===== src/rtl/riscv_pkg.sv =====
// Shared register-file constants and writeback payload types.
//   ADDRESS_LENGTH / WIDTH / SIZE : register address width, data width, register count
//   reg_addr_t                    : register index
//   wb_req_t                      : one write request {valid, rd, data}
//   wb_src_t                      : which requester owns the write port this cycle
package riscv_pkg;

    localparam int unsigned ADDRESS_LENGTH = 5;
    localparam int unsigned WIDTH          = 32;
    localparam int unsigned SIZE           = 1 << ADDRESS_LENGTH;

    typedef logic [ADDRESS_LENGTH-1:0] reg_addr_t;

    typedef struct packed {
        logic             valid;
        reg_addr_t        rd;
        logic [WIDTH-1:0] data;
    } wb_req_t;

    typedef enum logic [2:0] {
        SRC_NONE,
        SRC_HOLD,
        SRC_FORCE_B,
        SRC_A,
        SRC_B
    } wb_src_t;

endpackage


===== src/rtl/wb_scoreboard.sv =====
// Busy scoreboard for registers awaiting a long-latency result.
//   clk, rst          : clock, synchronous active-high reset
//   set_en, set_rd    : mark set_rd pending (op dispatched)
//   clr_en, clr_rd    : clear clr_rd (result accepted)
//   hold_valid/hold_rd: parked writeback entry, reported busy while parked
//   busy              : pending vector, bit 0 always 0
module wb_scoreboard #(
    parameter int unsigned ADDRESS_LENGTH = riscv_pkg::ADDRESS_LENGTH,
    parameter int unsigned SIZE           = 1 << ADDRESS_LENGTH
) (
    input  logic                      clk,
    input  logic                      rst,
    input  logic                      set_en,
    input  logic [ADDRESS_LENGTH-1:0] set_rd,
    input  logic                      clr_en,
    input  logic [ADDRESS_LENGTH-1:0] clr_rd,
    input  logic                      hold_valid,
    input  logic [ADDRESS_LENGTH-1:0] hold_rd,
    output logic [SIZE-1:0]           busy
);

    logic [SIZE-1:0] sb_q;
    logic [SIZE-1:0] sb_d;
    logic [SIZE-1:0] hold_mask;

    // Clear first so a same-register set in the same cycle wins.
    always_comb begin
        sb_d = sb_q;
        if (clr_en) begin
            sb_d[clr_rd] = 1'b0;
        end
        if (set_en) begin
            sb_d[set_rd] = 1'b1;
        end
    end

    always_ff @(posedge clk) begin
        if (rst) begin
            sb_q <= '0;
        end else begin
            sb_q <= sb_d;
        end
    end

    // A parked write is still outstanding from the hazard unit's view.
    always_comb begin
        hold_mask = '0;
        if (hold_valid) begin
            hold_mask = SIZE'(1) << hold_rd;
        end
        busy = (sb_q | hold_mask) & ~SIZE'(1);
    end

endmodule


===== src/rtl/wb_port_arbiter.sv =====
// Arbitrates the single register-file write port between the pipeline
// writeback (port A, no backpressure) and the long-latency unit (port B,
// valid/ready). A one-entry hold buffer lets a starved port B be forced in
// while the colliding port A write lands one cycle later.
//   clk, rst                      : clock, synchronous active-high reset
//   wb_valid/wb_rd/wb_data        : port A request
//   mc_valid/mc_ready/mc_rd/mc_data : port B handshake and payload
//   mc_issue/mc_issue_rd          : long-latency dispatch, marks rd busy
//   rf_we/rf_waddr/rf_wdata       : register file write port (combinational)
//   busy                          : pending registers (scoreboard | hold entry)
//   stall                         : pipeline must hold wb_valid low
module wb_port_arbiter #(
    parameter int unsigned WIDTH          = riscv_pkg::WIDTH,
    parameter int unsigned ADDRESS_LENGTH = riscv_pkg::ADDRESS_LENGTH,
    parameter int unsigned SIZE           = 1 << ADDRESS_LENGTH,
    parameter int unsigned STARVE_LIMIT   = 4
) (
    input  logic                      clk,
    input  logic                      rst,
    input  logic                      wb_valid,
    input  logic [ADDRESS_LENGTH-1:0] wb_rd,
    input  logic [WIDTH-1:0]          wb_data,
    input  logic                      mc_valid,
    output logic                      mc_ready,
    input  logic [ADDRESS_LENGTH-1:0] mc_rd,
    input  logic [WIDTH-1:0]          mc_data,
    input  logic                      mc_issue,
    input  logic [ADDRESS_LENGTH-1:0] mc_issue_rd,
    output logic                      rf_we,
    output logic [ADDRESS_LENGTH-1:0] rf_waddr,
    output logic [WIDTH-1:0]          rf_wdata,
    output logic [SIZE-1:0]           busy,
    output logic                      stall
);

    import riscv_pkg::*;

    localparam int unsigned CNT_W = $clog2(STARVE_LIMIT + 1);

    logic [CNT_W-1:0] starve_cnt;
    wb_req_t          hold_q;
    wb_req_t          hold_d;
    wb_src_t          src;
    logic             a_req;
    logic             force_b;
    logic             mc_accept;
    logic [SIZE-1:0]  busy_raw;

    // Port grant. Port A is ignored while the hold entry drains (stall).
    always_comb begin
        a_req     = wb_valid && (wb_rd != '0) && !hold_q.valid;
        force_b   = (starve_cnt == CNT_W'(STARVE_LIMIT));
        mc_ready  = !rst && !hold_q.valid && (force_b || !a_req);
        mc_accept = mc_valid && mc_ready;
        stall     = !rst && hold_q.valid;

        src = SRC_NONE;
        if (rst) begin
            src = SRC_NONE;
        end else if (hold_q.valid) begin
            src = SRC_HOLD;
        end else if (force_b && mc_valid) begin
            src = SRC_FORCE_B;
        end else if (a_req) begin
            src = SRC_A;
        end else if (mc_valid) begin
            src = SRC_B;
        end
    end

    // Write port mux and hold capture. A port B result for x0 completes
    // its handshake but never reaches the register file.
    always_comb begin
        rf_we    = 1'b0;
        rf_waddr = '0;
        rf_wdata = '0;
        hold_d   = '0;
        case (src)
            SRC_HOLD: begin
                rf_we    = 1'b1;
                rf_waddr = hold_q.rd;
                rf_wdata = hold_q.data;
            end
            SRC_FORCE_B: begin
                rf_we    = (mc_rd != '0);
                rf_waddr = mc_rd;
                rf_wdata = mc_data;
                if (a_req) begin
                    hold_d.valid = 1'b1;
                    hold_d.rd    = wb_rd;
                    hold_d.data  = wb_data;
                end
            end
            SRC_A: begin
                rf_we    = 1'b1;
                rf_waddr = wb_rd;
                rf_wdata = wb_data;
            end
            SRC_B: begin
                rf_we    = (mc_rd != '0);
                rf_waddr = mc_rd;
                rf_wdata = mc_data;
            end
            default: begin
                rf_we = 1'b0;
            end
        endcase
    end

    // Starvation counter saturates at the limit and holds force until B is taken.
    always_ff @(posedge clk) begin
        if (rst) begin
            starve_cnt <= '0;
            hold_q     <= '0;
        end else begin
            hold_q <= hold_d;
            if (mc_accept || !mc_valid) begin
                starve_cnt <= '0;
            end else if (!force_b) begin
                starve_cnt <= starve_cnt + CNT_W'(1);
            end
        end
    end

    wb_scoreboard #(
        .ADDRESS_LENGTH (ADDRESS_LENGTH),
        .SIZE           (SIZE)
    ) u_scoreboard (
        .clk        (clk),
        .rst        (rst),
        .set_en     (mc_issue && (mc_issue_rd != '0)),
        .set_rd     (mc_issue_rd),
        .clr_en     (mc_accept),
        .clr_rd     (mc_rd),
        .hold_valid (hold_q.valid),
        .hold_rd    (hold_q.rd),
        .busy       (busy_raw)
    );

    assign busy = rst ? '0 : busy_raw;

endmodule


===== config.mk =====
export PLATFORM = sky130hd
export DESIGN_NAME = wb_port_arbiter
export DESIGN_NICKNAME = d
export VERILOG_FILES = /design/src/rtl/riscv_pkg.sv /design/src/rtl/wb_scoreboard.sv /design/src/rtl/wb_port_arbiter.sv
export SDC_FILE = /design/constraint.sdc
export NUM_CORES = 1
export LEC_CHECK = 0
export ABC_AREA = 1
export CORE_MARGIN = 2
export CORE_UTILIZATION = 50
export CTS_CLUSTER_DIAMETER = 150
export CTS_CLUSTER_SIZE = 12
export DETAILED_ROUTE_END_ITERATION = 12
export PLACE_DENSITY = 0.87
export SETUP_SLACK_MARGIN = 0.15
export SYNTH_ARGS = -nofsm -noshare
export SYNTH_HDL_FRONTEND = slang
export SYNTH_SLANG_ARGS = --single-unit

===== constraint.sdc =====
create_clock -name clk -period 3.3 [get_ports clk]
set_input_delay 0.33 -clock clk [delete_from_list [all_inputs] [get_ports clk]]
set_output_delay 0.33 -clock clk [all_outputs]
set_load 0.1 [all_outputs]

# Word level (Yosys, flattened, before mapping)
# Cells that the tools add are included.
[op_classes]
muxes = 17
magnitude_cmp = 4
multipliers = 0
n_shift = 1
n_reduce_logical = 24
bitwise_logic = 6
eq_ne = 5
div_mod_pow = 0
n_addsub = 1
[ops]
columns = ["operator", "n"]
rows = [
  ["32-bit two-way mux", 4],
  ["32-bit one-hot mux with 3 select lines", 1],
  ["32-bit bitwise OR", 2],
  ["38-bit two-way mux", 1],
  ["32-bit bitwise AND", 1],
  ["32-bit NOT", 1],
  ["1-bit by 5-bit << shifter with 32-bit output (first input constant)", 1],
  ["3-bit two-way mux", 5],
  ["5-bit one-hot mux with 3 select lines", 1],
  ["5-bit nonzero test", 3],
  ["5-bit by 6-bit less-than comparator with 1-bit output (second input constant)", 2],
  ["1-bit demux with 5-bit select", 2],
  ["5-bit by 1-bit greater-or-equal comparator with 1-bit output (second input constant)", 2],
  ["1-bit logical AND", 10],
  ["2-bit OR reduction", 4],
  ["3-bit by 2-bit == test with 1-bit output (second input constant)", 2],
  ["3-bit == test (second input constant)", 2],
  ["1-bit logical NOT", 4],
  ["3-bit by 1-bit adder with 3-bit output (second input constant)", 1],
  ["3-bit by 1-bit == test with 1-bit output (second input constant)", 1],
  ["3-bit OR reduction", 1],
  ["1-bit logical OR", 2],
  ["1-bit two-way mux", 2],
  ["1-bit NOT", 2],
  ["1-bit one-hot mux with 2 select lines", 1],
]
[word_totals]
ramBits = 0
mem_count = 0
latchBits = 0
in_bits = 84
word_cells = 63
register_bits = 73
romBits = 0

# Depth between registers and ports, before layout
# Gate-level depths: netlist (run 1).
[logic_depth]
ltp_word = 10
mapped_depth = 12

# Hierarchy
# A second synthesis (run 1) with hierarchy kept.
[hier_totals]
hier_cells = 660
area_unflattened_um2 = 4162.7
[modules_own_cells]
columns = ["module", "seq_area_each_um2", "cells_per_inst", "area_each_um2", "instances"]
rows = [
  ["wb_port_arbiter", 820.8, 395, 2379.8, 1],
  ["wb_scoreboard", 620.6, 265, 1783.0, 1],
]

# Worst setup path before layout (run 1)
# Ideal clock, no wire load.
[synth_path]
kind = "input to output"
startpoint = "input port rst"
endpoint = "output port rf_we"
path_buffers = 2
slack_ps = 452
stages = 5
t_required_ps = 2970
arrival_ps = 2518
path_cell_list = "buf_6 -> nor2_1 -> clkbuf_1 -> inv_1 -> nand3b_1"
[synth_between]
elab_chain_len = 4
[synth_rtl]
columns = ["item", "line", "text"]
rows = [
  ["start, declared", "wb_port_arbiter.sv:19", "input logic rst,"],
  ["3-bit two-way mux *", "wb_port_arbiter.sv:58", "if (rst) begin"],
  ["3-bit by 2-bit == test with 1-bit output, or another cell as far along", "wb_port_arbiter.sv:78", "case (src)"],
  ["2-bit OR reduction (no line)", "-", ""],
  ["1-bit one-hot mux with 2 select lines *", "wb_port_arbiter.sv:78", ""],
  ["end, declared", "wb_port_arbiter.sv:29", "output logic rf_we,"],
]
# Mark *: on every way between the ends. The rest lies on a longest branch, timed or not.

# Worst setup path in the final report (run 1)
[layout_path]
startpoint = "register hold_q[37] in the netlist's numbering"
endpoint = "output port busy[6]"
[layout_between]
elab_chain_len = 3
[layout_rtl]
columns = ["item", "line", "text"]
rows = [
  ["start, declared", "wb_port_arbiter.sv:41", "wb_req_t hold_q;"],
  ["start signal, assigned", "wb_port_arbiter.sv:116", "hold_q <= hold_d;"],
  ["32-bit two-way mux", "wb_scoreboard.sv:48", "if (hold_valid) begin"],
  ["32-bit bitwise OR", "wb_scoreboard.sv:51", "busy = (sb_q | hold_mask) & ~SIZE'(1);"],
  ["32-bit two-way mux", "wb_port_arbiter.sv:140", "assign busy = rst ? '0 : busy_raw;"],
  ["end, declared", "wb_port_arbiter.sv:32", "output logic [SIZE-1:0] busy,"],
]
# No other way between the ends.

==> impl_metrics.py, run 1 <==
metrics = {
    "worst_hold_path": {
        "worst_hold_path.num_cells": 3,
        "hold_path.startpoint": "wb_data[25]",
        "timing.hold.worst.class": "input pin to register",
        "timing.hold.worst_endpoint": "hold_q[25]",
    },
    "grt": {
        "via_count_of_the_first_global_routing_pass": 5159,
        "groute.usage.overall_pct": 32.5,
        "grt_pass1_wl_um": 25400,
        "initial_antenna_violation_count": 0,
        "gr-total-overflow": 0,
        "largest_net_degree_at_the_start_of_global_routing": 45,
    },
    "outcome": {
        "outcome": "completed",
    },
    "final_layout": {
        "multi_input_comb_area_mm2": 0.00233,
        "syn_to_final_growth_pct": 45.3,
        "design.final.nets": 994,
        "n_antenna_cell": 0,
        "fin_cells": 1020,
        "filler_cell_count": 712,
        "drive_gt1_share_pct": 11.4,
        "layout.cell_area.non_filler_mm2": 0.00653,
        "area_taken_by_flip_flops_and_latches_mm2": 0.00144,
    },
    "clock_network": {
        "number_of_buffers_between_clock_root_and_the_deepest_sink": 2,
        "clock_sink_count": 72,
        "clk_root_buffer_cell": "clkbuf_8",
        "tritoncts": "done",
        "cts-hold-fix-buffers": 0,
        "numCtsBuffers": 9,
        "total_number_of_h_tree_levels": 3,
        "clk_pin_slew_ns": 0.08,
        "number_of_buffers_inserted_by_post_cts_setup_repair": 0,
        "post_cts.resized_instances": 0,
        "clock_insertion_delay_worst_skew_ns": 0.35,
    },
    "route": {
        "detailroute.via_count": 5399,
        "route.detailed.drc": 0,
        "router_iterations_before_antenna_repair": 6,
        "total_wirelength_um": 15700,
        "dr.first_iter.drc_count": 486,
        "postRouteAntennaNets": 0,
        "avgRoutedWirePerCell_um": 15.4,
        "post_drt_via_cell_ratio": 5.29,
    },
    "synth": {
        "synth.ff_latch_count": 72,
        "synth-seq-area-share_pct": 32.1,
        "synth_area_mm2": 0.00449,
        "netlist_instances": 775,
        "syn_area_per_cell_um2": 5.80,
        "ys_types": 27,
        "ys.warnings.count": 0,
        "syn-num-nets": 861,
    },
    "timing": {
        "hold_viol": 0,
        "post-route-worst-setup-slack_ns": 0.688,
        "timing.fmax_mhz": 383,
        "final_period_util_pct": 79.2,
        "worst_clock_skew_ns": 0.0107,
        "period_needed_ns": 2.61,
        "setup_viol": 0,
        "rsz_0062_raised_after_global_routing": "false",
        "max_slew.worst_pin.slew_ns": 1.11,
        "slew_headroom_pct": 25.9,
        "drv_slew": 0,
        "totalNegativeSetupSlack_ns": 0,
    },
    "setup_path": {
        "cp_slowest_cell": "nor2_1",
        "worst_r2r_startpoint": "starve_cnt[0]",
        "cp_cell_sequence": "inv_1, nor2_1, nand2_1, a21oi_1, buf_4",
        "setup.reg_to_reg.worst_slack_ns": 1.13,
        "element_type_at_the_critical_path_start": "register",
        "type_of_the_worst_setup_path": "register to primary output",
        "worstReg2RegEnd": "u_scoreboard.sb_q[5]",
        "rr_worst_depth": 12,
        "worst_ep_required_time_ns": 2.97,
        "critical_path_arrival_ns": 2.28,
        "endpoint_kind_of_the_worst_setup_timing_path": "primary output",
        "critPathMaxFanout": 15,
        "cpPeakStageDelay_ns": 0.71,
    },
    "placed_design": {
        "port-buffer-count": 154,
        "dpl_cells": 1005,
        "dpl_cell_area_mm2": 0.00632,
        "place_worst_setup_slack_ns": 0.693,
        "dpl_wire_length_um": 11600,
        "place.gp.congestion": 0.954,
    },
    "floorplan": {
        "core_area_mm2": 0.00872,
        "fp.dieArea_mm2": 0.00976,
        "io_pins": 156,
        "num_rows": 34,
        "floorplan.die.height_um": 98.8,
        "initial_core_utilization_pct": 51.5,
        "floorplan.die.width_um": 98.8,
    },
    "power": {
        "total_leakage_power_nw": 3.20,
        "power.density_mw_per_mm2": 354,
        "total_power_mw": 2.31,
        "peak_supply_drop_mv": 0.219,
    },
    "flow_run": {
        "number_of_maximum_capacitance_violations": 0,
    },
}
Yosys cell counts (all sizes together):
cell type	instances	area, um^2
nor2	104	413
nand4	6	37.5
nor3b	1	12.5
a21oi	38	190
nand2	246	951
clkbuf	7	26.3
buf	32	203
nand3	113	571
dfxtp	72	1440
conb	1	3.75
nand3b	1	7.51
xnor2	1	8.76
ha	2	25.0
a31oi	4	25.0
nor3	5	25.0
clkinv	1	3.75
nor4	5	31.3
inv	131	492
o21ai	5	25.0
flip-flops by register name, indices dropped and copies added, names as in the netlist:
register,cells
hold_q,38
starve_cnt,3
u_scoreboard.sb_q,31
worst max path at each step:
stage / start / end / slack (ns) / cells past startpoint
6_report: hold_q[37] / busy[6] / 0.69 / 5
5_1_grt: hold_q[37] / busy[3] / 0.52 / 5
4_1_cts: wb_rd[0] / rf_we / 0.68 / 9
3_5_place_dp: wb_rd[0] / rf_we / 0.69 / 9
3_3_place_gp: wb_rd[0] / rf_we / 0.79 / 9
2_1_floorplan: rst / rf_we / 0.45 / 5
report_power, final:
group | internal (mW) | total [mW] | leakage (nW) | switching (mW)
clock | 0.420 | 0.754 | 0.103 | 0.334
combinational | 0.245 | 0.677 | 2.52 | 0.432
sequential | 0.875 | 0.879 | 0.581 | 0.00407
layout make-up:
type                            instances  share of cell area [%]
Clock inverter                          4                    1.07
Sequential cell                        72                    22.1
Clock buffer                           11                    2.01
Inverter                              132                    7.59
Tap cell                              108                    2.07
Multi-Input combinational cell        532                    35.8
Timing Repair Buffer                  161                    29.4
metal layers:
layer	track usage, %	vias up	share of wire (%)
li1	-	2626	-
met1	40.8	2415	38
met2	54.9	303	49
met3	5.25	55	9.7
met4	14.5	0	3.8
met5	0	-	0
cell usage in the layout, fill, tap and decap left out, types with 6 or more instances in the layout:
cell type | Yosys | routed
inv_1 | 129 | 129
clkbuf_8 | 0 | 9
nand4_1 | 6 | 6
nor2_1 | 101 | 100
buf_12 | 0 | 40
nand3_1 | 112 | 112
clkdlybuf4s50_1 | 0 | 83
nand2_1 | 241 | 241
buf_4 | 4 | 38
dfxtp_1 | 72 | 72
a21oi_1 | 38 | 38
metrics by stage:
step	hold WS (ns)	utilization, %
after floorplan	0.442	-
after global placement	0.465	72.5
after detailed placement	0.506	72.5
after CTS	0.517	74.8
after global routing	0.551	74.8
final	0.531	74.8
cells by family after synthesis:
| kind of cell | share of synthesized area (%) |
|---|---|
| simple gates | 45.6 |
| compound gates | 5.35 |
| flops | 32.1 |
| buf+inv | 16.1 |
| fa+ha+maj | 0.557 |
| xor+xnor | 0.195 |
| other cells | 0.0835 |
worst max-delay path: cells and delay by family, from the launching register on:
kind | cells | cell delay [ns]
and+or+nand+nor | 2 | 0.90
DFF | 1 | 0.40
AOI/OAI and AO/OA | 1 | 0.23
buffers and inverters | 2 | 0.41
Note: power is estimated with default switching activity, not from simulation.
==> run 2: changes to the inputs <==
--- a/config.mk
+++ b/config.mk
@@ -7,11 +7,11 @@
 export LEC_CHECK = 0
 export ABC_AREA = 1
 export CORE_MARGIN = 2
-export CORE_UTILIZATION = 50
+export CORE_UTILIZATION = 46
 export CTS_CLUSTER_DIAMETER = 150
 export CTS_CLUSTER_SIZE = 12
 export DETAILED_ROUTE_END_ITERATION = 12
-export PLACE_DENSITY = 0.87
+export PLACE_DENSITY = 0.81
 export SETUP_SLACK_MARGIN = 0.15
 export SYNTH_ARGS = -nofsm -noshare
 export SYNTH_HDL_FRONTEND = slang
==> constraint.sdc (replaced) <==
create_clock -name clk -period 2.5 [get_ports clk]
set_input_delay 0.25 -clock clk [delete_from_list [all_inputs] [get_ports clk]]
set_output_delay 0.25 -clock clk [all_outputs]
set_load 0.1 [all_outputs]
==> impl_metrics.py, run 2 (synthesis results as in run 1) <==
metrics = {
    "setup_path": {
        "type_of_the_worst_setup_path": "register to primary output",
        "critPathMaxFanout": 19,
        "critPathLaunch": "starve_cnt[0]",
        "cp_slowest_cell": "dfxtp_2",
        "cp_cell_sequence": "inv_1, ha_1, nand2_4, nor2_4, nor3b_4, buf_6, clkbuf_16, nand2_1, nand3_1, buf_12",
        "endpoint_kind_of_the_worst_setup_timing_path": "primary output",
        "worst_r2r_startpoint": "starve_cnt[0]",
        "worst_ep_required_time_ns": 2.25,
        "element_type_at_the_critical_path_start": "register",
        "critical_path_arrival_ns": 2.05,
        "cpPeakStageDelay_ns": 0.35,
    },
    "floorplan": {
        "fp.dieArea_mm2": 0.0106,
        "num_rows": 36,
        "io_pins": 156,
        "initial_core_utilization_pct": 46.6,
        "floorplan.die.height_um": 103,
        "core_area_mm2": 0.00964,
        "floorplan.die.width_um": 103,
    },
    "final_layout": {
        "largest_registers_in_the_final_layout": "hold_q x38, u_scoreboard.sb_q x31, starve_cnt x3",
        "layout.cells.most_common_list": "nand2_1, inv_1, nand3_1",
        "n_antenna_cell": 0,
        "drive_gt1_share_pct": 16.7,
        "syn_to_final_growth_pct": 60.8,
        "top_register": "hold_q",
        "fin_cells": 1060,
        "layout.cells.most_common": "nand2_1",
        "design.final.nets": 1008,
        "largest_reg_flops": 38,
    },
    "route": {
        "avgRoutedWirePerCell_um": 15.5,
        "postRouteAntennaNets": 0,
        "router_iterations_before_antenna_repair": 7,
        "detailroute.via_count": 5539,
        "dr.first_iter.drc_count": 490,
        "total_wirelength_um": 16400,
        "post_drt_via_cell_ratio": 5.23,
        "route.detailed.drc": 0,
    },
    "timing": {
        "final_period_util_pct": 92.0,
        "worst_clock_skew_ns": 0.00821,
        "setup_viol": 0,
        "hold_viol": 0,
        "max_slew.worst_pin.slew_ns": 0.731,
        "period_needed_ns": 2.30,
        "totalNegativeSetupSlack_ns": 0,
        "rsz_0062_raised_after_global_routing": "true",
        "timing.fmax_mhz": 435,
        "drv_slew": 0,
        "slew_headroom_pct": 51.1,
        "post-route-worst-setup-slack_ns": 0.201,
    },
    "outcome": {
        "outcome": "completed",
    },
    "placed_design": {
        "port-buffer-count": 154,
        "place.gp.congestion": 0.964,
        "dpl_wire_length_um": 11500,
        "place_worst_setup_slack_ns": 0.206,
        "dpl_cells": 1039,
    },
    "grt": {
        "groute.usage.overall_pct": 30.0,
        "largest_net_degree_at_the_start_of_global_routing": 40,
        "via_count_of_the_first_global_routing_pass": 5058,
        "grt_pass1_wl_um": 24500,
        "initial_antenna_violation_count": 0,
        "gr-total-overflow": 0,
    },
    "clock_network": {
        "total_number_of_h_tree_levels": 3,
        "number_of_buffers_between_clock_root_and_the_deepest_sink": 2,
        "clk_pin_slew_ns": 0.08,
        "clk_root_buffer_cell": "clkbuf_8",
        "clock_sink_count": 72,
        "clock_insertion_delay_worst_skew_ns": 0.35,
        "tritoncts": "done",
        "numCtsBuffers": 9,
    },
    "power": {
        "total_leakage_power_nw": 3.38,
        "peak_supply_drop_mv": 0.345,
        "power.density_mw_per_mm2": 439,
    },
    "worst_hold_path": {
        "hold_path.startpoint": "wb_data[7]",
        "timing.hold.worst.class": "input pin to register",
    },
    "flow_run": {
        "number_of_maximum_capacitance_violations": 0,
    },
}
==> run 2: worst max-delay path: cells and delay by family (launching register included) <==
kind,cells,cell delay (ns)
adders and majority gates,1,0.22
buffers and inverters,4,0.59
DFF,1,0.35
and+or+nand+nor,5,0.53
==> run 2: area by class of cell <==
type                    count  area (um^2)
repair buffers            173         2390
flip-flops and latches     72         1440
clock buffers              10          138
multi-input cells         534         2490
clock inverters             6         92.6
well taps                 133          166
inverters                 132          495
fillers                   748         2420
==> run 2: report_power, final <==
part / switching, mW / total (mW) / internal, mW
logic: 0.592 / 0.945 / 0.354
registers: 0.00508 / 1.16 / 1.15
clock network: 0.476 / 1.07 / 0.593
total: 1.07 / 3.17 / 2.10
==> run 2: worst paths after layout <==
path	end	slack, ns	cells past startpoint
setup reg to reg	hold_q[35]	0.31	9
hold reg to reg	starve_cnt[0]	0.49	2
setup / recovery	rf_wdata[14]	0.20	10
hold / removal	hold_q[7]	0.44	3
==> run 2: stage by stage <==
step | total power, mW | hold WS (ns) | utilization (%) | instance area [um^2]
2_1_floorplan | 1.70 | 0.362 | - | 4600
3_3_place_gp | 2.09 | 0.475 | 71.4 | 6880
3_5_place_dp | 2.10 | 0.484 | 71.4 | 6880
4_1_cts | 3.15 | 0.440 | 73.8 | 7120
5_1_grt | 3.26 | 0.437 | 74.9 | 7220
6_report | 3.17 | 0.444 | 74.9 | 7220
==> run 2: what timing repair did <==
item	4_1_cts	5_1_grt
pin swaps	0	3
resized for setup	1	5
hold buffers	0	0
setup buffers	0	1
gates cloned	0	4
hold endpoints to repair	0	0
endpoints found under the setup margin	26	42
==> run 2: routing by layer <==
metal  global-route usage, %  up-vias  part of all wire, %
met5                       0        -                    0
met1                    37.4     2470                   38
li1                        -     2663                    -
met3                    5.69       68                  9.1
met4                    12.7        0                  4.2
met2                    50.8      338                   49
